### src/rtl/bit_serializer_if.sv
// Parallel-word ingress and serial-bit egress of the bit serializer.
// The master side feeds words; the slave side is the serializer itself.
interface bit_serializer_if #(
    parameter int WIDTH = 8
);
    logic [WIDTH-1:0] din;
    logic             din_valid;
    logic             din_ready;
    logic             x;
    logic             x_valid;
    logic             sof;

    modport master (
        output din,
        output din_valid,
        input  din_ready,
        input  x,
        input  x_valid,
        input  sof
    );

    modport slave (
        input  din,
        input  din_valid,
        output din_ready,
        output x,
        output x_valid,
        output sof
    );
endinterface

### src/rtl/bit_serializer.sv
// Serializes WIDTH-bit words onto x, one bit per clk; first bit in the cycle after acceptance.
// Backpressure: one-word hold buffer, so din_ready drops only while hold is occupied.
module bit_serializer #(
    parameter int   WIDTH     = 8,
    parameter int   MSB_FIRST = 1,
    parameter logic IDLE_BIT  = 1'b0
) (
    input  logic            clk,
    input  logic            clr,
    bit_serializer_if.slave bus
);
    localparam int CW = (WIDTH > 1) ? $clog2(WIDTH) : 1;
    localparam logic [CW-1:0] LAST = CW'(WIDTH - 1);

    typedef enum logic {
        S_IDLE,
        S_SHIFT
    } state_t;

    state_t           r_state;
    logic [WIDTH-1:0] r_sh;
    logic [WIDTH-1:0] r_hold;
    logic             r_hold_full;
    logic [CW-1:0]    r_cnt;
    logic             r_en;

    logic             w_rdy;
    logic             w_xfer;
    logic             w_last;
    logic [WIDTH-1:0] w_sh_next;

    // r_en holds din_ready low until the first edge after reset is released
    assign w_rdy     = r_en && !r_hold_full;
    assign w_xfer    = bus.din_valid && w_rdy;
    assign w_last    = (r_cnt == LAST);
    assign w_sh_next = (MSB_FIRST != 0) ? {r_sh[WIDTH-2:0], 1'b0}
                                        : {1'b0, r_sh[WIDTH-1:1]};

    always_ff @(posedge clk or posedge clr) begin
        if (clr) begin
            r_state     <= S_IDLE;
            r_sh        <= '0;
            r_hold      <= '0;
            r_hold_full <= 1'b0;
            r_cnt       <= '0;
            r_en        <= 1'b0;
        end else begin
            r_en <= 1'b1;
            case (r_state)
                S_IDLE: begin
                    if (w_xfer) begin
                        r_sh    <= bus.din;
                        r_cnt   <= '0;
                        r_state <= S_SHIFT;
                    end
                end
                S_SHIFT: begin
                    if (!w_last) begin
                        r_sh  <= w_sh_next;
                        r_cnt <= r_cnt + 1'b1;
                        if (w_xfer) begin
                            r_hold      <= bus.din;
                            r_hold_full <= 1'b1;
                        end
                    end else begin
                        // Word boundary: held word first, else direct bypass, else go idle
                        r_cnt <= '0;
                        if (r_hold_full) begin
                            r_sh        <= r_hold;
                            r_hold_full <= 1'b0;
                        end else if (w_xfer) begin
                            r_sh <= bus.din;
                        end else begin
                            r_state <= S_IDLE;
                        end
                    end
                end
                default: r_state <= S_IDLE;
            endcase
        end
    end

    assign bus.din_ready = w_rdy;
    assign bus.x_valid   = (r_state == S_SHIFT);
    assign bus.sof       = (r_state == S_SHIFT) && (r_cnt == '0);
    assign bus.x         = (r_state == S_SHIFT)
                         ? ((MSB_FIRST != 0) ? r_sh[WIDTH-1] : r_sh[0])
                         : IDLE_BIT;
endmodule

### src/flat_wrapper.sv
// flat-port wrapper written by rule: the top's interface ports become plain ports
module bit_serializer_flat 
#(
    parameter int   WIDTH     = 8,
    parameter int   MSB_FIRST = 1,
    parameter logic IDLE_BIT  = 1'b0
)
  (clk, clr, bus_din, bus_din_valid, bus_din_ready, bus_x, bus_x_valid, bus_sof);
  bit_serializer_if #(.WIDTH(WIDTH)) bus_i ();
  input  logic clk;
  input  logic clr;
  input wire logic [$bits(bus_i.din)-1:0] bus_din;
  input wire logic [$bits(bus_i.din_valid)-1:0] bus_din_valid;
  output wire logic [$bits(bus_i.din_ready)-1:0] bus_din_ready;
  output wire logic [$bits(bus_i.x)-1:0] bus_x;
  output wire logic [$bits(bus_i.x_valid)-1:0] bus_x_valid;
  output wire logic [$bits(bus_i.sof)-1:0] bus_sof;
  assign bus_i.din = bus_din;
  assign bus_i.din_valid = bus_din_valid;
  assign bus_din_ready = bus_i.din_ready;
  assign bus_x = bus_i.x;
  assign bus_x_valid = bus_i.x_valid;
  assign bus_sof = bus_i.sof;
  bit_serializer #(.WIDTH(WIDTH), .MSB_FIRST(MSB_FIRST), .IDLE_BIT(IDLE_BIT)) u_core (.clk(clk), .clr(clr), .bus(bus_i));
endmodule
### config.mk
export PLATFORM = sky130hd
export DESIGN_NAME = bit_serializer_flat
export DESIGN_NICKNAME = d
export VERILOG_FILES = /design/src/rtl/bit_serializer_if.sv /design/src/rtl/bit_serializer.sv /design/src/flat_wrapper.sv
export SDC_FILE = /design/constraint.sdc
export NUM_CORES = 1
export LEC_CHECK = 0
export ABC_AREA = 1
export BUFFER_PORTS_ARGS = -buffer_cell sky130_fd_sc_hd__buf_2
export CAP_MARGIN = 0
export CORE_MARGIN = 3
export CORE_UTILIZATION = 35
export CTS_BUF_LIST = sky130_fd_sc_hd__clkbuf_2 sky130_fd_sc_hd__clkbuf_4 sky130_fd_sc_hd__clkbuf_8
export CTS_CLUSTER_DIAMETER = 50
export DETAILED_ROUTE_END_ITERATION = 12
export SLEW_MARGIN = 20
export SYNTH_ARGS = -nofsm -noshare
export SYNTH_HDL_FRONTEND = slang
export SYNTH_SLANG_ARGS = --single-unit
### constraint.sdc
create_clock -name clk -period 1.42 [get_ports clk]
set_input_delay 0.213 -clock clk [delete_from_list [all_inputs] [get_ports clk]]
set_output_delay 0.213 -clock clk [all_outputs]
set_load 0.02 [all_outputs]
==> results of run 1 <==
## power by group through the flow
| stage | logic [mW] | registers, mW | clock network (mW) |
|---|---|---|---|
| final | 1.69 | 1.14 | 0.294 |
| after global routing | 1.91 | 1.17 | 0.334 |
| after CTS | 1.40 | 1.13 | 0.300 |
| after detailed placement | 1.25 | 1.12 | 0 |
| after global placement | 1.24 | 1.11 | 0 |
| after floorplan | 0.952 | 1.08 | 0 |
## through the flow
stage                     TNS, ns  setup slack, ns  util (%)
final                      -0.324          -0.0592      48.8
after global routing        -1.32           -0.131      48.8
after CTS                  -0.540          -0.0870      45.2
after detailed placement   -0.809          -0.0706      42.1
after global placement     -0.480          -0.0543      42.1
after floorplan                 0           0.0104         -
## flip-flops by register name, indices dropped and copies added, names as in the netlist
name	count
u_core.bus.x_valid	1
u_core.r_cnt	3
u_core.r_en	1
u_core.r_hold	8
u_core.r_hold_full	1
u_core.r_sh	8
## final cells by class
cell class	instances	share of cell area [%]
Tap cell	44	3.67
Timing Repair Buffer	29	13.6
Inverter	18	5.33
Sequential cell	22	36.8
Clock buffer	3	1.50
Multi-Input combinational cell	102	39.1
## worst min-delay path: stages
cell and delay (ns):
buf_2 0.09, nand2_1 0.05, nand2_1 0.04
## cell families (layout without fill, tap and decap cells)
family	count (synthesis)	after routing
AO/OA/AOI/OAI	3	3
adder cells (fa/ha/maj)	3	3
other	1	1
AND/OR/NAND/NOR	95	95
buffers and inverters	22	50
flip-flops	22	22
## cells in the mapped netlist (all sizes together)
master	count
nand2	48
nor2	24
dfrtp	22
inv	18
nand3	15
nand4	7
buf	4
ha	3
o21ai	3
conb	1
nand3b	1
## path summary, 6_finish.rpt
path,startpoint,end,slack (ns)
max in group asynchronous,clr,u_core.r_hold_full,0.72
worst max-delay path,u_core.r_cnt[1],u_core.r_sh[0],-0.06
worst min register to register,u_core.r_hold[1],u_core.r_hold[1],0.50
worst min-delay path,bus_din[7],u_core.r_hold[7],0.10
worst max register to register,u_core.r_cnt[1],u_core.r_sh[0],-0.06
min in group asynchronous,clr,u_core.r_hold[6],0.45
## what timing repair did
item                                   CTS  global route
resized for setup                       14            23
pin swaps                                3            14
setup buffers                            1             5
hold buffers                             1             0
setup endpoints to repair               18            20
endpoints found under the hold margin   22             0
## layer usage
metal | vias to the layer above | share of wire (%)
met5 | - | 0
met4 | 0 | 0.42
met3 | 5 | 4.2
met2 | 22 | 49
met1 | 480 | 46
li1 | 512 | -
==> metrics.md, run 1 <==
| Metric | Value |
|---|---|
| Status | finished with violations |
| Failing checks | setup timing |
| Min cycle time layout | 1.48 ns |
| Unrepaired setup endpoints after global routing | yes |
| Design Power | roughly 3.1 mW |
| Critical path required time | 1.68 ns |
| First-pass GRT wire length | 4530 um |
| Sw power | 1.35 mW |
| Clock share of power | approximately a tenth |
| Crit share post-route | 104% |
| Drt pass-1 iters | 4 |
| Comb pwr share | between 50% and 60% |
| Largest family of logic cells by synthesized area | simple AND/OR/NAND/NOR gates |
| Grt met1 use | between 10% and 20% |
| Dpl hpwl | 1710 um |
| Crit path largest cell delay | 0.40 ns |
| Die area | 0.00398 mm^2 |
| Worst path arrival time | 1.74 ns |
| Ant diodes | 0 |
| DRT antenna net count | 0 |
| Critical path depth | 7 |
| MaxCap Viol Count | 0 |
| Register Area | 553 um^2 |
| Vias per cell | 4.67 |
| DR WL/cell | 12.0 um |
| Synthesis-stage register bit count | 22 |
| Max VDD drop | 766 uV |
| Leak | between 0.7 and 0.8 nW |
| Global Route met2 Usage | 24.4% |
| Initial Util | 37.1% |
| Post-synth top area share | 48.2% |
| GP Congestion | a little under 0.8 |
| I/O pin total | 15 |
| Setup violators final | 13 |
| Worst hold slack | around 0.10 ns |
| Crit-path slowest cell | dfrtp_1 |
| GRT Overall Usage | 14.3% |
| DRC viols | 0 |
| Post-synth top area cell | dfrtp_1 |
| Post-synthesis adder-cell area fraction | 3.29% |
| Finished Layout Cells | between 200 and 250 |
| Cell variety after synth | 18 |
| Initial antenna violation count | 0 |
| Mapped Area | 0.00114 mm^2 |
| Cell Area, Placed | 0.00130 mm^2 |
| Top cell family by delay on the critical path | flip-flops |
| Pwr/cell area | 2080 mW/mm^2 |
| Clk_skew | 0.00318 ns |
| Skew-Pair Late Insertion Delay | a little over 0.3 ns |
| CTS Sinks | 22 |
| Crit path launch type | flop |
| Site row count | 20 |
| Crit-path cells | ha_2 > ha_4 > inv_6 > o21ai_4 > buf_4 > nand3_1 > nand2_1 |
| Gr ovfl total | 0 |
| Syn avg cell area | approximately 7.8 um^2 |
| Top cells by area, synth | dfrtp_1 (48%), nand2_1 (15%), nor2_1 (7.6%) |
| Worst-case reg-to-reg path depth | 7 |
| Worst-path clk slew | about 0.12 ns |
| Filler cell count | roughly 310 |
| Vias | 1019 |
| Critical Path End Type | flop |
| Placed cell count | 208 |
| Simple logic cell fraction of the synthesized area | a little under two fifths |
| Max Slew Vio Count | 0 |
| Buffers on Ports | 14 |
| Hold Violations, Final | 0 |
| Total CTS buffers | 3 |
| Synth Instances | 146 |
| Synth Area in Compound Gates | 1.64% |
| Flop pwr share | 36.5% |
| Multi-input logic area | 587 um^2 |
| Internal | 1.78 mW |
| GRT met3 Usage | 4.63% |
| Layout area overhead | 31.6% |
| Setup Crit Path Kind | reg2reg |
| DIE WIDTH | approximately 63 um |
| Largest net degree at the start of global routing | 23 |
| Worst Hold Path Cells | 3 |
| Vias in the first global route | a little over 1k |
| Core area | 0.00308 mm^2 |
| H-Tree Depth | 1 |
| Xor/xnor share of the synthesized area | 0% |
| YS warnings | 0 |
| Clock Path Buffers | 2 |
| Switching share of total power | 43.1% |
| Post-synthesis sequential area ratio | 48.2% |
| Die extent in y | 63.1 um |
| Clock Tree Root | clkbuf_4 |
| Share of layout cells above drive strength 1 | around a third |
| CTS tree | built |
| Mapped Nets | 160 |
| Commonest non-fill, non-tap cell in the layout | nand2_1 |
| Critical path fanouts, max | 8 |
| Nets@finish | 190 |
| Multiplexer share of the synthesized area | 0% |
| Most frequent cells in the layout | nand2_1 (39), nor2_1 (21), dfrtp_1 (20) |
| Min-delay worst type | in2reg |
| CP Buf/Inv Count | 2 |
| Post-route cell area | 0.00150 mm^2 |
| GRT busiest layer | met2 |
| Final WL | 2620 um |
| Setup WS post-layout | -0.0592 ns |
| DRT iter0 DRCs | between 60 and 70 |
| Maximum clock rate | roughly 680 MHz |
Note: power is estimated with default switching activity, not from simulation.
==> inputs of run 2 (changes only) <==
--- a/config.mk
+++ b/config.mk
@@ -8,6 +8,7 @@
 export ABC_AREA = 1
 export BUFFER_PORTS_ARGS = -buffer_cell sky130_fd_sc_hd__buf_2
 export CAP_MARGIN = 0
+export CORE_ASPECT_RATIO = 1.2
 export CORE_MARGIN = 3
 export CORE_UTILIZATION = 35
 export CTS_BUF_LIST = sky130_fd_sc_hd__clkbuf_2 sky130_fd_sc_hd__clkbuf_4 sky130_fd_sc_hd__clkbuf_8
==> metrics.md, run 2 (synthesis gave the netlist of run 1 again) <==
| Metric | Value |
|---|---|
| Status | finished with violations |
| Failing checks | setup timing |
| Leak | 0.770 nW |
| Setup WS post-layout | -0.0333 ns |
| Clock Tree Root | clkbuf_4 |
| Filler cell count | 329 |
| Setup Crit Path Kind | reg2out |
| H-Tree Depth | 1 |
| R2R Path End | u_core.r_hold[6] |
| Layout area overhead | 24.2% |
| Crit path launch type | flop |
| Gr ovfl total | 0 |
| Top Registers | u_core.r_hold: 8 flops, u_core.r_sh: 8 flops, u_core.r_cnt: 3 flops |
| Worst-path clk slew | approximately 0.11 ns |
| Post-route setup TNS | -0.0641 ns |
| Most frequent cells in the layout | nand2_1 (46), nor2_1 (22), dfrtp_1 (20) |
| Clock Path Buffers | 2 |
| Crit path launch | u_core.r_cnt[0] |
| Multi-input logic area | 534 um^2 |
| Pre-CTS setup slack | -0.0817 ns |
| Drt pass-1 iters | 4 |
| First-pass GRT wire length | around 4600 um |
| DR WL/cell | roughly 12 um |
| Setup violators final | 4 |
| Register Area | 553 um^2 |
| Critical path fanouts, max | 2 |
| Initial antenna violation count | 0 |
| CP endpoint | bus_sof |
| Skew-Pair Late Insertion Delay | roughly 0.29 ns |
| Max VDD drop | 987 uV |
| Commonest non-fill, non-tap cell in the layout | nand2_1 |
| Final WL | 2570 um |
| Worst path arrival time | 1.24 ns |
| DIE WIDTH | 58.1 um |
| Worst hold slack | 0.127 ns |
| Vias | 998 |
| Initial Util | between 30% and 40% |
| Critical path required time | between 1 and 1.5 ns |
| DRC viols | 0 |
| Max Slew Vio Count | 0 |
| Reg2reg start | u_core.r_cnt[1] |
| Crit share post-route | 102% |
| GRT Overall Usage | about 15% |
| Share of layout cells above drive strength 1 | 26.0% |
| FF-to-FF setup slack | -0.02 ns |
| Min cycle time layout | between 1 and 1.5 ns |
| Site row count | 22 |
| Ant diodes | 0 |
| Clk_skew | approximately 0.0018 ns |
| Nets@finish | 189 |
| DRT iter0 DRCs | 23 |
| Total CTS buffers | 3 |
| Core area | 0.00308 mm^2 |
| Critical Path End Type | output pin |
| CTS Sinks | 22 |
| I/O pin total | 15 |
| DRT antenna net count | 0 |
| Worst Hold Path Cells | 3 |
| GP Congestion | roughly 0.84 |
| Min-delay worst type | in2reg |
| MaxCap Viol Count | 0 |
| Pwr/cell area | about 2100 mW/mm^2 |
| Largest net degree at the start of global routing | 23 |
| CTS tree | built |
| Buffers on Ports | 14 |
| Vias per cell | 4.78 |
| Vias in the first global route | a little over 1k |
| Worst-case reg-to-reg path depth | 8 |
| Die extent in y | 68.6 um |
| Maximum clock rate | 688 MHz |
| Unrepaired setup endpoints after global routing | yes |
| Die area | 0.00398 mm^2 |
| Hold Violations, Final | 0 |
| Dpl hpwl | 1880 um |
run 2: worst min path at each step:
| stage | from | end | slack (ns) |
|---|---|---|---|
| global route | bus_din[4] | u_core.r_hold[4] | 0.12 |
| CTS | bus_din[1] | u_core.r_hold[1] | 0.12 |
| finish | bus_din[1] | u_core.r_hold[1] | 0.13 |
| floorplan | clr | u_core.bus.x_valid | 0.20 |
| global placement | clr | u_core.r_sh[6] | 0.26 |
| detailed placement | clr | u_core.r_sh[6] | 0.28 |
run 2: power breakdown:
group | switching (mW) | internal (mW) | total (mW)
clock | 0.172 | 0.0987 | 0.271
combinational | 0.861 | 0.672 | 1.53
sequential | 0.210 | 0.921 | 1.13
total | 1.24 | 1.69 | 2.93
run 2: area by class of cell:
type / instances / area share, %
tap: 36 / 3.18
inverter: 18 / 5.30
timing repair buffer: 27 / 13.2
clock buffer: 3 / 1.59
multi-input combinational: 103 / 37.7
sequential: 22 / 39.0
run 2: critical path: stages (launching register included):
cell     delay [ns]
dfrtp_1        0.41
buf_6          0.13
inv_4          0.05
ha_4           0.12
nand2_2        0.04
nor2_2         0.08
buf_6          0.12
run 2: layer usage:
metal	vias up	part of all wire, %	track usage, %
met2	21	53	27.4
met4	0	0.66	5.80
met1	467	43	18.2
met5	-	0	0
met3	2	3.6	2.23
li1	508	-	-
run 2: metrics by stage:
stage	std cells	area, um^2	total power [mW]	util [%]
finish	209	1420	2.93	46.0
global route	209	1420	3.28	46.0
CTS	207	1380	2.85	44.6
detailed placement	201	1290	2.44	42.0
global placement	201	1290	2.41	42.0
floorplan	146	1150	2.03	-
run 2: repair_timing:
item                                    4_1_cts  5_1_grt
gates cloned                                  1        0
resized for setup                            12        6
setup buffers                                 1        2
endpoints found under the setup margin       18       19
pin swaps                                     3        3
hold buffers                                  1        0
hold endpoints to repair                     22        0
